`src/rtl/fc8_dma_copier.sv`:
```
// Block-transfer engine mastering the FC8 32KB RAM phy port: forward copy or constant fill.
// Assumes the RAM returns read data one cycle after the read strobe.
module fc8_dma_copier #(
    parameter int DATA_WIDTH = 8,
    parameter int ADDR_WIDTH = 15,
    parameter int LEN_WIDTH  = ADDR_WIDTH + 1
) (
    input  logic                  clk,
    input  logic                  rst_n,
    input  logic                  start,
    input  logic                  fill_mode,
    input  logic [ADDR_WIDTH-1:0] src_addr,
    input  logic [ADDR_WIDTH-1:0] dst_addr,
    input  logic [LEN_WIDTH-1:0]  len,
    input  logic [DATA_WIDTH-1:0] fill_value,
    input  logic                  abort,
    output logic                  busy,
    output logic                  done,
    output logic [LEN_WIDTH-1:0]  remaining,
    output logic [ADDR_WIDTH-1:0] mem_addr_out,
    output logic [DATA_WIDTH-1:0] mem_data_out,
    output logic                  mem_wr_en,
    output logic                  mem_cs_en,
    input  logic [DATA_WIDTH-1:0] mem_data_in
);

    typedef enum logic [2:0] {
        IDLE = 3'd0,
        RD   = 3'd1,
        CAP  = 3'd2,
        WR   = 3'd3,
        DONE = 3'd4
    } state_t;

    localparam logic [LEN_WIDTH-1:0] MAX_LEN = LEN_WIDTH'(2 ** ADDR_WIDTH);

    state_t                state_q, state_d;
    logic [ADDR_WIDTH-1:0] src_q, src_d;
    logic [ADDR_WIDTH-1:0] dst_q, dst_d;
    logic [LEN_WIDTH-1:0]  rem_q, rem_d;
    logic [DATA_WIDTH-1:0] data_q, data_d;
    logic                  fill_q, fill_d;
    logic [DATA_WIDTH-1:0] fill_val_q, fill_val_d;

    logic                  busy_q, busy_d;
    logic                  done_q, done_d;
    logic [ADDR_WIDTH-1:0] mem_addr_q, mem_addr_d;
    logic [DATA_WIDTH-1:0] mem_data_q, mem_data_d;
    logic                  mem_wr_q, mem_wr_d;
    logic                  mem_cs_q, mem_cs_d;

    always_comb begin
        state_d    = state_q;
        src_d      = src_q;
        dst_d      = dst_q;
        rem_d      = rem_q;
        data_d     = data_q;
        fill_d     = fill_q;
        fill_val_d = fill_val_q;

        unique case (state_q)
            IDLE: begin
                if (start) begin
                    fill_d     = fill_mode;
                    src_d      = src_addr;
                    dst_d      = dst_addr;
                    fill_val_d = fill_value;
                    rem_d      = (len > MAX_LEN) ? MAX_LEN : len;
                    if (len == '0) begin
                        state_d = DONE;
                    end else if (fill_mode) begin
                        state_d = WR;
                    end else begin
                        state_d = RD;
                    end
                end
            end
            RD: begin
                state_d = abort ? IDLE : CAP;
            end
            CAP: begin
                data_d  = mem_data_in;
                state_d = abort ? IDLE : WR;
            end
            WR: begin
                // The write strobed this cycle commits on this edge even when aborting.
                src_d = src_q + 1'b1;
                dst_d = dst_q + 1'b1;
                rem_d = rem_q - 1'b1;
                if (abort) begin
                    state_d = IDLE;
                end else if (rem_d == '0) begin
                    state_d = DONE;
                end else if (fill_q) begin
                    state_d = WR;
                end else begin
                    state_d = RD;
                end
            end
            DONE: begin
                state_d = IDLE;
            end
            default: begin
                state_d = IDLE;
            end
        endcase
    end

    // Outputs are decoded from the next state so every port comes straight from a flop.
    always_comb begin
        busy_d     = (state_d == RD) || (state_d == CAP) || (state_d == WR);
        done_d     = (state_d == DONE);
        mem_cs_d   = (state_d == RD) || (state_d == WR);
        mem_wr_d   = (state_d == WR);
        mem_addr_d = mem_addr_q;
        mem_data_d = mem_data_q;
        if (state_d == RD) begin
            mem_addr_d = src_d;
        end else if (state_d == WR) begin
            mem_addr_d = dst_d;
            mem_data_d = fill_d ? fill_val_d : data_d;
        end
    end

    always_ff @(posedge clk or negedge rst_n) begin
        if (!rst_n) begin
            state_q    <= IDLE;
            src_q      <= '0;
            dst_q      <= '0;
            rem_q      <= '0;
            data_q     <= '0;
            fill_q     <= 1'b0;
            fill_val_q <= '0;
            busy_q     <= 1'b0;
            done_q     <= 1'b0;
            mem_addr_q <= '0;
            mem_data_q <= '0;
            mem_wr_q   <= 1'b0;
            mem_cs_q   <= 1'b0;
        end else begin
            state_q    <= state_d;
            src_q      <= src_d;
            dst_q      <= dst_d;
            rem_q      <= rem_d;
            data_q     <= data_d;
            fill_q     <= fill_d;
            fill_val_q <= fill_val_d;
            busy_q     <= busy_d;
            done_q     <= done_d;
            mem_addr_q <= mem_addr_d;
            mem_data_q <= mem_data_d;
            mem_wr_q   <= mem_wr_d;
            mem_cs_q   <= mem_cs_d;
        end
    end

    assign busy         = busy_q;
    assign done         = done_q;
    assign remaining    = rem_q;
    assign mem_addr_out = mem_addr_q;
    assign mem_data_out = mem_data_q;
    assign mem_wr_en    = mem_wr_q;
    assign mem_cs_en    = mem_cs_q;

endmodule

```
`config.mk`:
```
export PLATFORM = sky130hd
export DESIGN_NAME = fc8_dma_copier
export DESIGN_NICKNAME = d
export VERILOG_FILES = /design/src/rtl/fc8_dma_copier.sv
export SDC_FILE = /design/constraint.sdc
export NUM_CORES = 1
export LEC_CHECK = 0
export CAP_MARGIN = 15
export CORE_MARGIN = 5
export CORE_UTILIZATION = 48
export CTS_CLUSTER_SIZE = 25
export DETAILED_ROUTE_END_ITERATION = 8
export GPL_ROUTABILITY_DRIVEN = 0
export PLACE_DENSITY_LB_ADDON = 0.15
export SYNTH_ARGS = -nofsm -noshare
export SYNTH_HDL_FRONTEND = slang
export SYNTH_SLANG_ARGS = --single-unit
```
`constraint.sdc`:
```
create_clock -name clk -period 4.17 [get_ports clk]
set_clock_uncertainty 0.2 [all_clocks]
set_input_delay 0.834 -clock clk [delete_from_list [all_inputs] [get_ports clk]]
set_output_delay 0.834 -clock clk [all_outputs]
set_load 0.05 [all_outputs]
```
==> flow_metrics.py <==
metrics = {
    "timing": {
        "slew_headroom": 0.425,
        "min_period_ns": 3.53,
        "timing.hold.ws_ns": 0.284,
        "slew_violations": 0,
        "setup_tns_ns": 0,
        "rsz0062_at_grt": "no",
        "final-setup-viol-count": 0,
        "hold_viol": 0,
        "finalCritPeriodShare": 0.846,
        "timing.fmax_ghz": 0.283,
        "worstMarginPinSlew_ns": 0.862,
    },
    "floorplan": {
        "core-area_mm2": 0.0104,
        "start_util": 0.493,
        "fp-row-count": 37,
        "die_h_um": 113,
        "die_w_um": 113,
        "dieArea_mm2": 0.0128,
        "ios": 110,
    },
    "setup_path": {
        "cp_cell_sequence": "inv_1, ha_1, or4b_2, o21ai_0, mux2i_1, o211a_1, o21ai_2, buf_4, nand2_4, mux2i_1",
        "crit_buf_inv": 2,
        "r2r_slack_ns": 0.64,
        "crit_start": "remaining[0]$_DFFE_PN0P_",
        "crit_path_top_delay_cell": "or4b_2",
        "critical_path_class": "reg -> reg",
        "reg2reg_from": "remaining[0]$_DFFE_PN0P_",
        "critPathTopFamily": "compound AO/OA/AOI/OAI gates",
        "crit_path_max_incr_delay_ns": 0.66,
        "crit_top_cell": "mux2i_1",
        "ff2ff_path_depth": 10,
        "r2r-end": "mem_data_out[2]$_DFFE_PN0P_",
        "cp.arrival_ns": 3.61,
        "setup.worst_path.end_class": "flip-flop",
        "startpoint_type": "flip-flop",
        "worst_ep_required_time_ns": 4.25,
        "crit_fanout": 12,
    },
    "finish": {
        "antenna_cells": 0,
        "area_growth_pct": 27.0,
        "multi_input_area_mm2": 0.00252,
        "seqCellArea_mm2": 0.00233,
        "fillers": 903,
        "num-nets-final": 710,
        "layout_commonest_cell": "clkdlybuf4s50_1",
        "fin_util": 0.626,
        "most-common-layout-cells": "clkdlybuf4s50_1 (108), dfrtp_1 (93), nand2_1 (90)",
        "layout-drive-gt1-share": 0.101,
    },
    "clock_tree": {
        "tritoncts.num_buffers": 9,
        "cts_hold_buf": 0,
        "clockRootBuffer": "clkbuf_8",
        "cts_sinks": 93,
        "cts.path.max_buffers": 2,
        "post_cts_resize_count": 0,
        "post_cts_buffers": 0,
        "clk_pin_slew_ns": 0.11,
        "insertion_delay_ns": 0.36,
        "cts_tree": "built",
        "cts.htree.levels": 3,
    },
    "synth": {
        "synthCells": 543,
        "synth.area.mux_share": 0.0872,
        "synth_top_family_by_area": "simple AND/OR/NAND/NOR gates",
        "synth-edff-count": 0,
        "ys_warn_count": 0,
        "synth_adder_area_share": 0.00980,
        "ys_seq_elements": 93,
        "synth_nets": 614,
        "synth-simple-area-share": 0.201,
        "seq_area_frac_synth": 0.456,
        "ys.flop_type": "dfrtp_1",
        "synth_xor_xnor_area_share": 0.0103,
        "async_reset_ff_frac": 1.00,
        "synth-compound-area-share": 0.184,
        "synth_cell_types": 67,
        "synth_area_mm2": 0.00511,
        "avgSynthCellArea_um2": 9.41,
    },
    "min_path": {
        "hold_depth": 2,
        "min_from": "mem_addr_out[10]$_DFFE_PN0P_",
        "hp-class": "reg -> reg",
        "hold_end": "mem_addr_out[10]$_DFFE_PN0P_",
    },
    "routing": {
        "routedWlPerCell_um": 18.2,
        "ant_nets": 0,
        "drc": 0,
        "drt_iter0_markers": 311,
        "vias_per_cell": 5.90,
        "drt_pass1_iterations": 5,
        "dr_total_vias": 4604,
        "wirelength_um": 14200,
    },
    "grt": {
        "grt_max_degree": 67,
        "overflow": 0,
        "grt_pass1_wl_um": 23600,
        "grt_pass1_vias": 4694,
        "track_usage": 0.227,
        "antenna_found_initial": 0,
    },
    "power": {
        "cellPowerDensity_mw_per_mm2": 817,
        "p_leak_nw": 2.78,
        "peakVddDrop_v": 0.000371,
    },
    "placement": {
        "io_buffer_count": 109,
        "post-dp-hpwl_um": 9980,
    },
    "status": {
        "outcome": "complete, no violations",
    },
    "run": {
        "drv_cap": 0,
    },
}
[registers in the layout, summed over array words and instances (netlist names)]
signal and cells:
fill_val_q 8, busy 1, mem_addr_out 15, mem_data_out 8
done 1, mem_wr_en 1, remaining 16, fill_q 1
src_q 15, mem_cs_en 1, dst_q 15, state_q 3
data_q 8
[stage by stage]
| step | cells | worst slack, ns | cell area [um^2] | total power [mW] |
|---|---|---|---|---|
| floorplan | 543 | 0.806 | 5110 | 3.78 |
| global placement | 764 | 0.668 | 6280 | 4.58 |
| detailed placement | 764 | 0.611 | 6280 | 4.65 |
| CTS | 780 | 0.623 | 6490 | 5.33 |
| global route | 780 | 0.406 | 6490 | 5.67 |
| finish | 780 | 0.642 | 6490 | 5.30 |
[layout make-up]
type | instances | area share
inverter | 20 | 0.0116
timing repair buffer | 122 | 0.183
multi-input combinational | 393 | 0.388
clock buffer | 9 | 0.0191
clock inverter | 7 | 0.0133
sequential | 93 | 0.359
tap | 136 | 0.0262
[synth_stat cells (8+ instances only)]
library cell | number | area share
a21oi_1 | 14 | 0.014
o21ai_0 | 43 | 0.042
nor3_1 | 10 | 0.0098
clkbuf_1 | 23 | 0.017
a221o_1 | 13 | 0.025
mux2i_1 | 31 | 0.061
nor2_1 | 27 | 0.020
nand3_1 | 17 | 0.017
dfrtp_1 | 93 | 0.46
nor4_1 | 10 | 0.012
nand2_1 | 90 | 0.066
o21ai_2 | 8 | 0.014
mux2_2 | 12 | 0.026
o211ai_1 | 11 | 0.016
inv_1 | 19 | 0.014
[worst max path at each step]
| stage | end | slack, ns | cells after the start |
|---|---|---|---|
| after floorplan | mem_addr_out[0]$_DFFE_PN0P_ | 0.81 | 10 |
| after global placement | mem_data_out[1]$_DFFE_PN0P_ | 0.67 | 9 |
| after detailed placement | mem_data_out[2]$_DFFE_PN0P_ | 0.61 | 9 |
| after CTS | mem_data_out[2]$_DFFE_PN0P_ | 0.62 | 10 |
| after global routing | mem_addr_out[14]$_DFFE_PN0P_ | 0.41 | 10 |
| final | mem_data_out[2]$_DFFE_PN0P_ | 0.64 | 10 |
[worst register-to-register path, stage by stage (launching register included)]
cell,delay (ns)
dfrtp_1,0.49
inv_1,0.13
ha_1,0.31
or4b_2,0.66
o21ai_0,0.19
mux2i_1,0.09
o211a_1,0.29
o21ai_2,0.38
buf_4,0.34
nand2_4,0.16
mux2i_1,0.20
[metal layers]
metal	track usage	vias to the layer above	wire length [um]
met5	0	-	0
met1	0.312	2230	6210
met4	0.0641	0	225
li1	-	2176	-
met2	0.364	174	6710
met3	0.0487	24	1010
[where the power goes]
part	switching [mW]	leakage [nW]	internal, mW
registers	0.424	1.16	1.32
logic	1.78	1.51	1.12
clock network	0.371	0.105	0.293
total	2.57	2.78	2.73
[cells by family (layout without fill, tap and decap cells)]
logic type	after synthesis	count (layout)
AOI/OAI and AO/OA	134	134
and+or+nand+nor	206	206
DFF	93	93
adders and majority gates	4	4
buffers and inverters	57	158
xor gates and xnor gates	6	6
muxes	43	43
Power figures use the tool's default switching activity.
